===== src/rtl/shift_pkg.sv =====
// Shared types and helpers for the piso_shift_tx serial transmitter.
package shift_pkg;

   typedef enum logic {
      IDLE  = 1'b0,
      SHIFT = 1'b1
   } state_t;

   localparam int unsigned DEFAULT_WIDTH = 4;

   // Width able to hold 0..frame; cnt itself never passes frame-1.
   function automatic int unsigned cnt_width(input int unsigned frame);
      return $clog2(frame + 1);
   endfunction

endpackage


===== src/rtl/piso_bit_cnt.sv =====
// Frame bit counter: loadable up-counter with terminal-count flag at FRAME-1.
module piso_bit_cnt
   import shift_pkg::*;
#(
   parameter int unsigned FRAME = DEFAULT_WIDTH,
   parameter int unsigned CW    = cnt_width(FRAME)
) (
   input  logic          clk,
   input  logic          clr_n,
   input  logic          i_load,
   input  logic          i_en,
   output logic [CW-1:0] o_cnt,
   output logic          o_tc
);

   logic [CW-1:0] r_cnt;
   logic          w_tc;

   assign w_tc  = (r_cnt == CW'(FRAME - 1));
   assign o_cnt = r_cnt;
   assign o_tc  = w_tc;

   always_ff @(posedge clk or negedge clr_n) begin
      if (!clr_n) begin
         r_cnt <= '0;
      end else if (i_load) begin
         r_cnt <= '0;
      end else if (i_en) begin
         r_cnt <= w_tc ? '0 : r_cnt + CW'(1);
      end
   end

endmodule


===== src/rtl/piso_shift_tx.sv =====
// Parallel-in serial-out transmitter with valid/ready load and framing outputs.
// Optional even-parity trailer bit enabled by defining PISO_PARITY_EN.
module piso_shift_tx
   import shift_pkg::*;
#(
   parameter int unsigned WIDTH     = DEFAULT_WIDTH,
   parameter int unsigned MSB_FIRST = 1
) (
   input  logic             clk,
   input  logic             clr_n,
   input  logic             ld_valid,
   input  logic [WIDTH-1:0] ld_data,
   output logic             ld_ready,
   output logic             Dout,
   output logic             dout_valid,
   output logic             last_bit,
   output logic             busy
);

`ifdef PISO_PARITY_EN
   localparam int unsigned FRAME = WIDTH + 1;
`else
   localparam int unsigned FRAME = WIDTH;
`endif
   localparam int unsigned CW = cnt_width(FRAME);

   state_t           r_state;
   state_t           w_state_nxt;
   logic [FRAME-1:0] r_shift;
   logic [FRAME-1:0] w_shift_nxt;
   logic [FRAME-1:0] w_load_word;
   logic [FRAME-1:0] w_shifted;
   logic [CW-1:0]    w_cnt;
   logic             w_tc;
   logic             w_busy;
   logic             w_ready;
   logic             w_accept;
   logic             w_head;

   // Parity rides in the shift register's tail slot so it leaves right after the data.
`ifdef PISO_PARITY_EN
   logic w_par;
   assign w_par       = ^ld_data;
   assign w_load_word = (MSB_FIRST != 0) ? {ld_data, w_par} : {w_par, ld_data};
`else
   assign w_load_word = ld_data;
`endif

   assign w_shifted = (MSB_FIRST != 0) ? {r_shift[FRAME-2:0], 1'b0}
                                       : {1'b0, r_shift[FRAME-1:1]};
   assign w_head    = (MSB_FIRST != 0) ? r_shift[FRAME-1] : r_shift[0];

   assign w_busy   = (r_state == SHIFT);
   assign w_ready  = !w_busy || w_tc;
   assign w_accept = ld_valid && w_ready;

   piso_bit_cnt #(
      .FRAME (FRAME),
      .CW    (CW)
   ) u_bit_cnt (
      .clk    (clk),
      .clr_n  (clr_n),
      .i_load (w_accept),
      .i_en   (w_busy),
      .o_cnt  (w_cnt),
      .o_tc   (w_tc)
   );

   always_comb begin
      w_state_nxt = r_state;
      w_shift_nxt = r_shift;
      unique case (r_state)
         IDLE: begin
            if (w_accept) begin
               w_state_nxt = SHIFT;
               w_shift_nxt = w_load_word;
            end
         end
         SHIFT: begin
            if (w_accept) begin
               w_shift_nxt = w_load_word;
            end else if (w_tc) begin
               w_state_nxt = IDLE;
               w_shift_nxt = '0;
            end else begin
               w_shift_nxt = w_shifted;
            end
         end
         default: begin
            w_state_nxt = IDLE;
            w_shift_nxt = '0;
         end
      endcase
   end

   always_ff @(posedge clk or negedge clr_n) begin
      if (!clr_n) begin
         r_state <= IDLE;
         r_shift <= '0;
      end else begin
         r_state <= w_state_nxt;
         r_shift <= w_shift_nxt;
      end
   end

   // Outputs decode registered state only, so they change just after the edge.
   assign ld_ready   = w_ready;
   assign busy       = w_busy;
   assign dout_valid = w_busy;
   assign Dout       = w_busy && w_head;
   assign last_bit   = w_busy && w_tc;

   logic w_unused;
   assign w_unused = ^w_cnt;

endmodule


===== config.mk =====
export PLATFORM = sky130hd
export DESIGN_NAME = piso_shift_tx
export DESIGN_NICKNAME = d
export VERILOG_FILES = /design/src/rtl/shift_pkg.sv /design/src/rtl/piso_bit_cnt.sv /design/src/rtl/piso_shift_tx.sv
export SDC_FILE = /design/constraint.sdc
export NUM_CORES = 1
export LEC_CHECK = 0
export CAP_MARGIN = 20
export CORE_AREA = 8 8 45 47
export CTS_BUF_LIST = sky130_fd_sc_hd__clkbuf_4 sky130_fd_sc_hd__clkbuf_8 sky130_fd_sc_hd__clkbuf_16
export CTS_CLUSTER_DIAMETER = 50
export CTS_CLUSTER_SIZE = 16
export DETAILED_ROUTE_END_ITERATION = 16
export DIE_AREA = 0 0 53 55
export HOLD_SLACK_MARGIN = 0.08
export PLACE_DENSITY = 0.56
export REMOVE_ABC_BUFFERS = 1
export SLEW_MARGIN = 20
export SYNTH_ARGS = -nofsm -noshare
export SYNTH_HDL_FRONTEND = slang
export SYNTH_HIERARCHICAL = 1
export SYNTH_SLANG_ARGS = --single-unit

===== constraint.sdc =====
create_clock -name clk -period 1.9 [get_ports clk]
set_input_delay 0.38 -clock clk [delete_from_list [all_inputs] [get_ports clk]]
set_output_delay 0.38 -clock clk [all_outputs]
set_load 0.05 [all_outputs]

Yosys cells after proc, flatten, opt, wreduce, memory -nomap -nowiden --
Index checks and enable logic that the tools add are counted.
Operators by class: add/sub/neg operators 1, eq/ne operators 2, muxes and demuxes 11, bitwise logic cells 1, reductions and logical operators 6
Operator list (number):
- 4-bit two-way mux | 3
- 3-bit two-way mux | 3
- 4-bit case mux with 2 select lines | 1
- 3-bit by 1-bit adder with 3-bit output, second input constant | 1
- 3-bit by 2-bit equality test with 1-bit output, second input constant | 1
- 1-bit logical AND | 3
- 1-bit two-way mux | 3
- 2-bit by 1-bit != test with 1-bit output, second input constant | 1
- 1-bit case mux with 2 select lines | 1
- 2-bit nonzero test | 1
- 1-bit zero test | 1
- 1-bit logical OR | 1
- 1-bit inverter | 1
Word-level totals: bits in registers 8, input bits 7, output and inout port bits 5, logic and storage cells 24

Depth between registers and ports, before layout --
Gate-level depths: netlist of run 1.
depth in word-level cells 5, depth in mapped cells 7, gate-level depth less buffers 7

Cells and area by module --
The synthesis of run 1 kept the hierarchy.
Modules (own cells, without submodules):
- piso_shift_tx | instances 1, cells an instance 24, area each 262.8 um2, sequential area each 125.1 um2
- piso_bit_cnt | instances 1, cells an instance 14, area each 146.4 um2, sequential area each 75.1 um2

Worst setup path before layout of run 1 --
No wires, ideal clock.
path type reg2reg, from register r_state, in the netlist busy, to register r_shift[2], library setup time 126 ps, arrival time 1623 ps, data required time 1774 ps, slack 150 ps, cell stages (with the launch flop) 5, buffers on the path 0, period minus slack after synthesis 1750 ps, cell sequence dfrtp_1 -> and2b_2 -> inv_2 -> and2_4 -> a221o_1
On the way: word-level cells in the longest chain between the ends 5, elaborated cells between the ends (all ways) 7, those cells by class eq/ne (1); mux (2); bitwise (1); reduce/logical (3)
Ends and longest elaborated chain:
- start: declaration | line piso_shift_tx.sv:27 | state_t r_state;
- start signal: assignment | line piso_shift_tx.sv:101 | r_state <= w_state_nxt;
- 1-bit zero test * | line piso_shift_tx.sv:54 | assign w_ready = !w_busy || w_tc;
- 1-bit logical OR * | line piso_shift_tx.sv:54
- net ld_ready | line piso_shift_tx.sv:13 | output logic ld_ready,
- 1-bit logical AND * | line piso_shift_tx.sv:55 | assign w_accept = ld_valid && w_ready;
- net w_accept | line piso_shift_tx.sv:37 | logic w_accept;
- 4-bit two-way mux | line piso_shift_tx.sv:80 | if (w_accept) begin
- 4-bit case mux with 2 select lines | line piso_shift_tx.sv:72 | unique case (r_state)
- end signal: assignment | line piso_shift_tx.sv:102 | r_shift <= w_shift_nxt;
- end: declaration | line piso_shift_tx.sv:29 | logic [FRAME-1:0] r_shift;
The timed path passes the listed nets; every way through them passes the cells marked *. A chain may end at the register's enable or synchronous reset.

Worst setup path after layout of run 1 --
from register u_bit_cnt.r_cnt[0], in the netlist u_bit_cnt/o_cnt[0], to output ld_ready
On the way: word-level cells in the longest chain between the ends 2
Ends and longest elaborated chain:
- start: declaration | line piso_bit_cnt.sv:16 | logic [CW-1:0] r_cnt;
- start signal: assignment | line piso_bit_cnt.sv:29 | r_cnt <= w_tc ? '0 : r_cnt + CW'(1);
- 3-bit by 2-bit equality test with 1-bit output | line piso_bit_cnt.sv:19 | assign w_tc = (r_cnt == CW'(FRAME - 1));
- net w_tc | line piso_shift_tx.sv:34 | logic w_tc;
- 1-bit logical OR | line piso_shift_tx.sv:54
- end: declaration | line piso_shift_tx.sv:13
The timed path passes the listed nets, and every way through them passes these cells.

==> results of run 1 <==
[cell families after synthesis]
family	share of synthesized area (%)
AOI/OAI and AO/OA	14.68
adders and majority gates	3.058
buffers and inverters	5.810
DFF	48.93
muxes	7.340
and+or+nand+nor	20.19
[path summary, 6_finish.rpt]
path | cells past startpoint | from | slack (ns) | to
worst max-delay path | 6 | u_bit_cnt/o_cnt[0]$_DFFE_PN0P_ | 0.09 | ld_ready
min in group clk | 2 | u_bit_cnt/o_cnt[2]$_DFFE_PN0P_ | 0.50 | u_bit_cnt/o_cnt[2]$_DFFE_PN0P_
worst min register to register | 2 | u_bit_cnt/o_cnt[2]$_DFFE_PN0P_ | 0.50 | u_bit_cnt/o_cnt[2]$_DFFE_PN0P_
worst min-delay path | 1 | clr_n | 0.41 | busy$_DFF_PN0_
max in group asynchronous | 1 | clr_n | 1.21 | r_shift[0]$_DFFE_PN0P_
worst max register to register | 8 | u_bit_cnt/o_cnt[0]$_DFFE_PN0P_ | 0.17 | r_shift[2]$_DFFE_PN0P_
[cells in the final DEF (no fill, tap or decap), drive strengths merged]
| cell | count |
|---|---|
| buf | 10 |
| dfrtp | 8 |
| clkdlybuf4s50 | 6 |
| nand2b | 4 |
| mux2i | 3 |
| o21ai | 3 |
| clkbuf | 3 |
| inv | 3 |
| and2 | 3 |
| a32oi | 2 |
| nand3 | 2 |
| a21oi | 2 |
| and2b | 1 |
| nor3b | 1 |
| a221o | 1 |
| nand3b | 1 |
| a211oi | 1 |
| ha | 1 |
[metrics by stage]
stage / worst slack [ns] / cell area [um2]
floorplan: -0.1666 / 396.6
global placement: 0.1998 / 566.8
detailed placement: 0.2047 / 566.8
CTS: 0.0009196 / 589.3
global route: 0.003770 / 624.3
finish: 0.08542 / 624.3
[layer usage]
layer	global-route usage, %	vias to the layer above	wire length [um]
met2	11.13	13	435
met1	8.308	153	404
met3	4.011	2	119
met4	7.759	0	10
met5	0	-	0
li1	-	169	-
[sequential cells by signal, indices dropped and copies added, names as in the netlist]
signal	count
busy	1
r_shift	4
u_bit_cnt/o_cnt	3
[power breakdown]
group / total, mW / leakage [nW] / internal, mW / switching [mW]
registers: 0.280 / 0.102 / 0.229 / 0.0513
clock network: 0.128 / 0.0138 / 0.0722 / 0.0559
logic: 0.574 / 0.160 / 0.279 / 0.295
[final cells by class]
class,instances,share of cell area [%]
flip-flops and latches,8,32.06
multi-input cells,25,31.66
repair buffers,16,27.66
clock buffers,3,3.607
well taps,16,3.206
inverters,3,1.804
[critical path, cell delays in order (launching register included)]
cell      delay (ns)
dfrtp_1         0.42
ha_4            0.18
nand2b_2        0.08
inv_2           0.05
and2b_2         0.25
inv_2           0.06
buf_12          0.14
[repair_timing]
item | 4_1_cts | 5_1_grt
endpoints found under the setup margin | 1 | 1
resized for setup | 1 | 2
hold buffers | 0 | 0
pin swaps | 0 | 1
setup buffers | 0 | 3
==> flow_summary.json, run 1 <==
{
  "seq_area_um2": 200.2,
  "seq_area_frac_synth_pct": 48.93,
  "grt_max_degree": 9,
  "setup_viol": 0,
  "finalHoldViolCount": 0,
  "die-area_um2": 2915,
  "synth.largest_area_cell": "dfrtp_1",
  "syn_area_um2": 409.1,
  "synth.distinct_cells": 20,
  "grt_pass1_vias": 350,
  "first_iter_violations": 11,
  "clk_latency_ns": 0.25,
  "cts_root_buffer": "clkbuf_4",
  "die_w_um": 53,
  "fin_hold_ws_ns": 0.4135,
  "ys_seq_elements": 8,
  "final_layout_size_suffix_gt1_share_pct": 34.55,
  "yosysMostFrequentCell": "dfrtp_1",
  "tns_ns": 0,
  "drc": 0,
  "gp_congestion": 0.7089,
  "initial_core_util_pct": 29.57,
  "grt_pass1_wl_um": 1635,
  "power_density_nw_per_um2": 1574,
  "yosysWarnings": 6,
  "clk_pin_slew_ns": 0.06,
  "timing.final.crit_share_pct": 95.50,
  "max_freq_mhz": 551.1,
  "h-tree-depth": 1,
  "hp-class": "in2async",
  "final_cells": 71,
  "row_count": 14,
  "area_growth_syn_to_layout_pct": 52.60,
  "grt_overflow": 0,
  "track_usage_pct": 7.903,
  "ys_async_sr_fraction_pct": 100.0,
  "vias": 337,
  "grt_setup_unrepaired": "false",
  "crit_type": "reg2out",
  "wl_per_cell_um": 13.66,
  "drv_cap": 0,
  "clk_path_buf_depth": 2,
  "die_h_um": 55,
  "worstMarginPinSlew_ns": 0.3826,
  "hpwl_um": 714.4,
  "arrival_ns": 1.43,
  "dp.cells": 65,
  "ys.flop_type": "dfrtp_1",
  "yosysTopAreaCellShare_pct": 48.93,
  "worst-path-max-fanout": 4,
  "wirelength_um": 970,
  "fin_total_pwr_uw": 982.5,
  "fin_nets": 65,
  "multi_input_comb_area_um2": 197.7,
  "cts_tree": "built",
  "required_ns": 1.52,
  "fillCellCount": 141,
  "relSlewSlack_pct": 74.41,
  "period_needed_ns": 1.815,
  "syn_inst": 38,
  "cp-end-kind": "output port",
  "core_um2": 1384,
  "final_util_pct": 45.12,
  "synth_edf_count": 0,
  "leakage_nw": 0.2758,
  "cts_sinks": 8,
  "fin_skew_ns": 0.005472,
  "avgSynthCellArea_um2": 10.77,
  "ant_nets": 0,
  "status": "finished clean",
  "antenna_found_initial": 0,
  "io_buffers": 11,
  "firstDrtPassIters": 4,
  "yosys-top-cells-area": "dfrtp_1 (49%), mux2i_1 (7.3%), nand2b_1 (4.6%)",
  "cp-start-kind": "register",
  "final-max-slew-violation-count": 0,
  "vdd_ir_drop_max_mv": 0.4725,
  "insertedDiodeCount": 0,
  "routed_via_density": 4.746,
  "cts_made_buffers": 3,
  "pin_count": 12,
  "netlist_top_cells_count": "dfrtp_1 (8), mux2i_1 (3), nand2b_1 (3), o21ai_0 (3)"
}
(Power assumes the default switching activity.)
==> run 2, diff against run 1 <==
--- a/config.mk
+++ b/config.mk
@@ -9,5 +9,5 @@
 export CORE_AREA = 8 8 45 47
 export CTS_BUF_LIST = sky130_fd_sc_hd__clkbuf_4 sky130_fd_sc_hd__clkbuf_8 sky130_fd_sc_hd__clkbuf_16
-export CTS_CLUSTER_DIAMETER = 50
+export CTS_CLUSTER_DIAMETER = 100
 export CTS_CLUSTER_SIZE = 16
 export DETAILED_ROUTE_END_ITERATION = 16
==> constraint.sdc (replaced) <==
create_clock -name clk -period 1.9 [get_ports clk]
set_input_delay 0.285 -clock clk [delete_from_list [all_inputs] [get_ports clk]]
set_output_delay 0.285 -clock clk [all_outputs]
set_load 0.05 [all_outputs]
==> flow_summary.json, run 2 (synthesis gave the netlist of run 1 again) <==
{
  "status": "finished clean",
  "io_buffers": 11,
  "path_cells": "ha_1 > nand2b_2 > inv_1 > and2b_2 > inv_2 > buf_12",
  "seq_area_um2": 200.2,
  "final_cell_mix": "dfrtp_1 (8), clkdlybuf4s50_1 (6), buf_4 (5)",
  "grt_setup_unrepaired": "false",
  "relSlewSlack_pct": 73.75,
  "final_common_cell": "dfrtp_1",
  "row_count": 14,
  "leakage_nw": 0.2592,
  "clkPwrFrac_pct": 14.0,
  "cts-resized-gates": 0,
  "p_sw_uw": 386.8,
  "cts_made_buffers": 3,
  "h-tree-depth": 1,
  "drv_cap": 0,
  "drc": 0,
  "hpwl_um": 709.6,
  "area_growth_syn_to_layout_pct": 40.98,
  "period_needed_ns": 1.801,
  "internal-power_uw": 535.4,
  "vdd_ir_drop_max_mv": 0.5891,
  "wl_per_cell_um": 14.25,
  "top_register": "r_shift",
  "gp_congestion": 0.6907,
  "vias": 350,
  "clk_pin_slew_ns": 0.06,
  "routed_via_density": 5.147,
  "grt_pass1_vias": 373,
  "cp_slowest_cell": "dfrtp_1",
  "antenna_found_initial": 0,
  "finalHoldViolCount": 0,
  "worst-path-max-fanout": 5,
  "dp.cells": 64,
  "firstDrtPassIters": 4,
  "cts_tree": "built",
  "grt_pass1_wl_um": 1649,
  "final_cells": 68,
  "worstMarginPinSlew_ns": 0.3926,
  "fin_total_pwr_uw": 922.2,
  "cts_sinks": 8,
  "crit_type": "reg2out",
  "power_frac_comb_pct": 58.0,
  "fin_skew_ns": 0.0004215,
  "cp-end-kind": "output port",
  "clk_latency_ns": 0.25,
  "ant_nets": 0,
  "final_util_pct": 41.68,
  "insertedDiodeCount": 0,
  "die_w_um": 53,
  "fin_nets": 62,
  "fillCellCount": 137,
  "cp_slowest_stage_delay_ns": 0.36,
  "hp-class": "in2async",
  "max_freq_mhz": 555.2,
  "cp-start-kind": "register",
  "core_um2": 1384,
  "pin_count": 12,
  "die_h_um": 55,
  "clk_path_buf_depth": 2,
  "fin_hold_ws_ns": 0.3193,
  "grt_overflow": 0,
  "power_density_nw_per_um2": 1599,
  "grt_max_degree": 14,
  "final-max-slew-violation-count": 0,
  "largest_register_ffs": 4,
  "multi_input_comb_area_um2": 185.2,
  "sw_frac_of_total_pct": 41.95,
  "track_usage_pct": 7.857,
  "wirelength_um": 969,
  "required_ns": 1.62,
  "cts_root_buffer": "clkbuf_4",
  "first_iter_violations": 14,
  "die-area_um2": 2915,
  "setup_viol": 0,
  "path_buf_inv": 3,
  "arrival_ns": 1.52,
  "timing.final.crit_share_pct": 94.80,
  "critical_path.top_delay_family": "buffers and inverters",
  "initial_core_util_pct": 29.57,
  "p_seq_share_pct": 27.9,
  "final_layout_size_suffix_gt1_share_pct": 26.92
}
[run 2: final timing paths]
| kind | from | to | slack [ns] | cells after the start |
|---|---|---|---|---|
| setup / recovery | u_bit_cnt/o_cnt[0]$_DFFE_PN0P_ | ld_ready | 0.1 | 6 |
| hold / removal | clr_n | r_shift[3]$_DFFE_PN0P_ | 0.32 | 1 |
| setup reg to reg | u_bit_cnt/o_cnt[0]$_DFFE_PN0P_ | r_shift[2]$_DFFE_PN0P_ | 0.22 | 7 |
| hold reg to reg | r_shift[0]$_DFFE_PN0P_ | r_shift[1]$_DFFE_PN0P_ | 0.49 | 2 |
| max in group asynchronous | clr_n | busy$_DFF_PN0_ | 1.31 | 1 |
| min in group clk | r_shift[0]$_DFFE_PN0P_ | r_shift[1]$_DFFE_PN0P_ | 0.49 | 2 |
[run 2: area by class of cell]
cell class	count	share of cell area [%]
Inverter	3	1.952
Clock buffer	3	3.905
Tap cell	16	3.471
Sequential cell	8	34.71
Timing Repair Buffer	13	23.86
Multi-Input combinational cell	25	32.10
[run 2: layer usage]
metal  vias to the layer above  GRT usage [%]  routed length (um)
met5                         -              0                   0
met1                       169          7.562                 410
li1                        162              -                   -
met3                         4          2.941                  82
met2                        15          13.87                 453
met4                         0          5.172                  23
[run 2: worst reg2reg max path: stages, from the launching register on]
cell	delay, ns
dfrtp_1	0.39
ha_1	0.23
nand2b_2	0.09
inv_1	0.10
and2b_2	0.25
inv_2	0.06
and2_4	0.17
a221o_1	0.29
[run 2: timing repair]
action | in CTS | in global routing
setup endpoints to repair | 0 | 1
hold buffers | 0 | 0
setup buffers | 0 | 1
[run 2: power by group through the flow]
stage          combinational, mW  clock [mW]  sequential, mW
2_1_floorplan              0.269           0           0.310
3_3_place_gp               0.518           0           0.259
3_5_place_dp               0.525           0           0.260
5_1_grt                    0.579       0.142           0.265
6_report                   0.535       0.129           0.257
4_1_cts                    0.526       0.132           0.257
[run 2: through the flow]
step	TNS (ns)	cell area (um2)	setup slack, ns
finish	0	576.8	0.09878
global route	0	576.8	0.02288
CTS	0	569.3	0.06476
detailed placement	0	546.8	0.1918
global placement	0	546.8	0.1974
floorplan	-0.1759	396.6	-0.1666
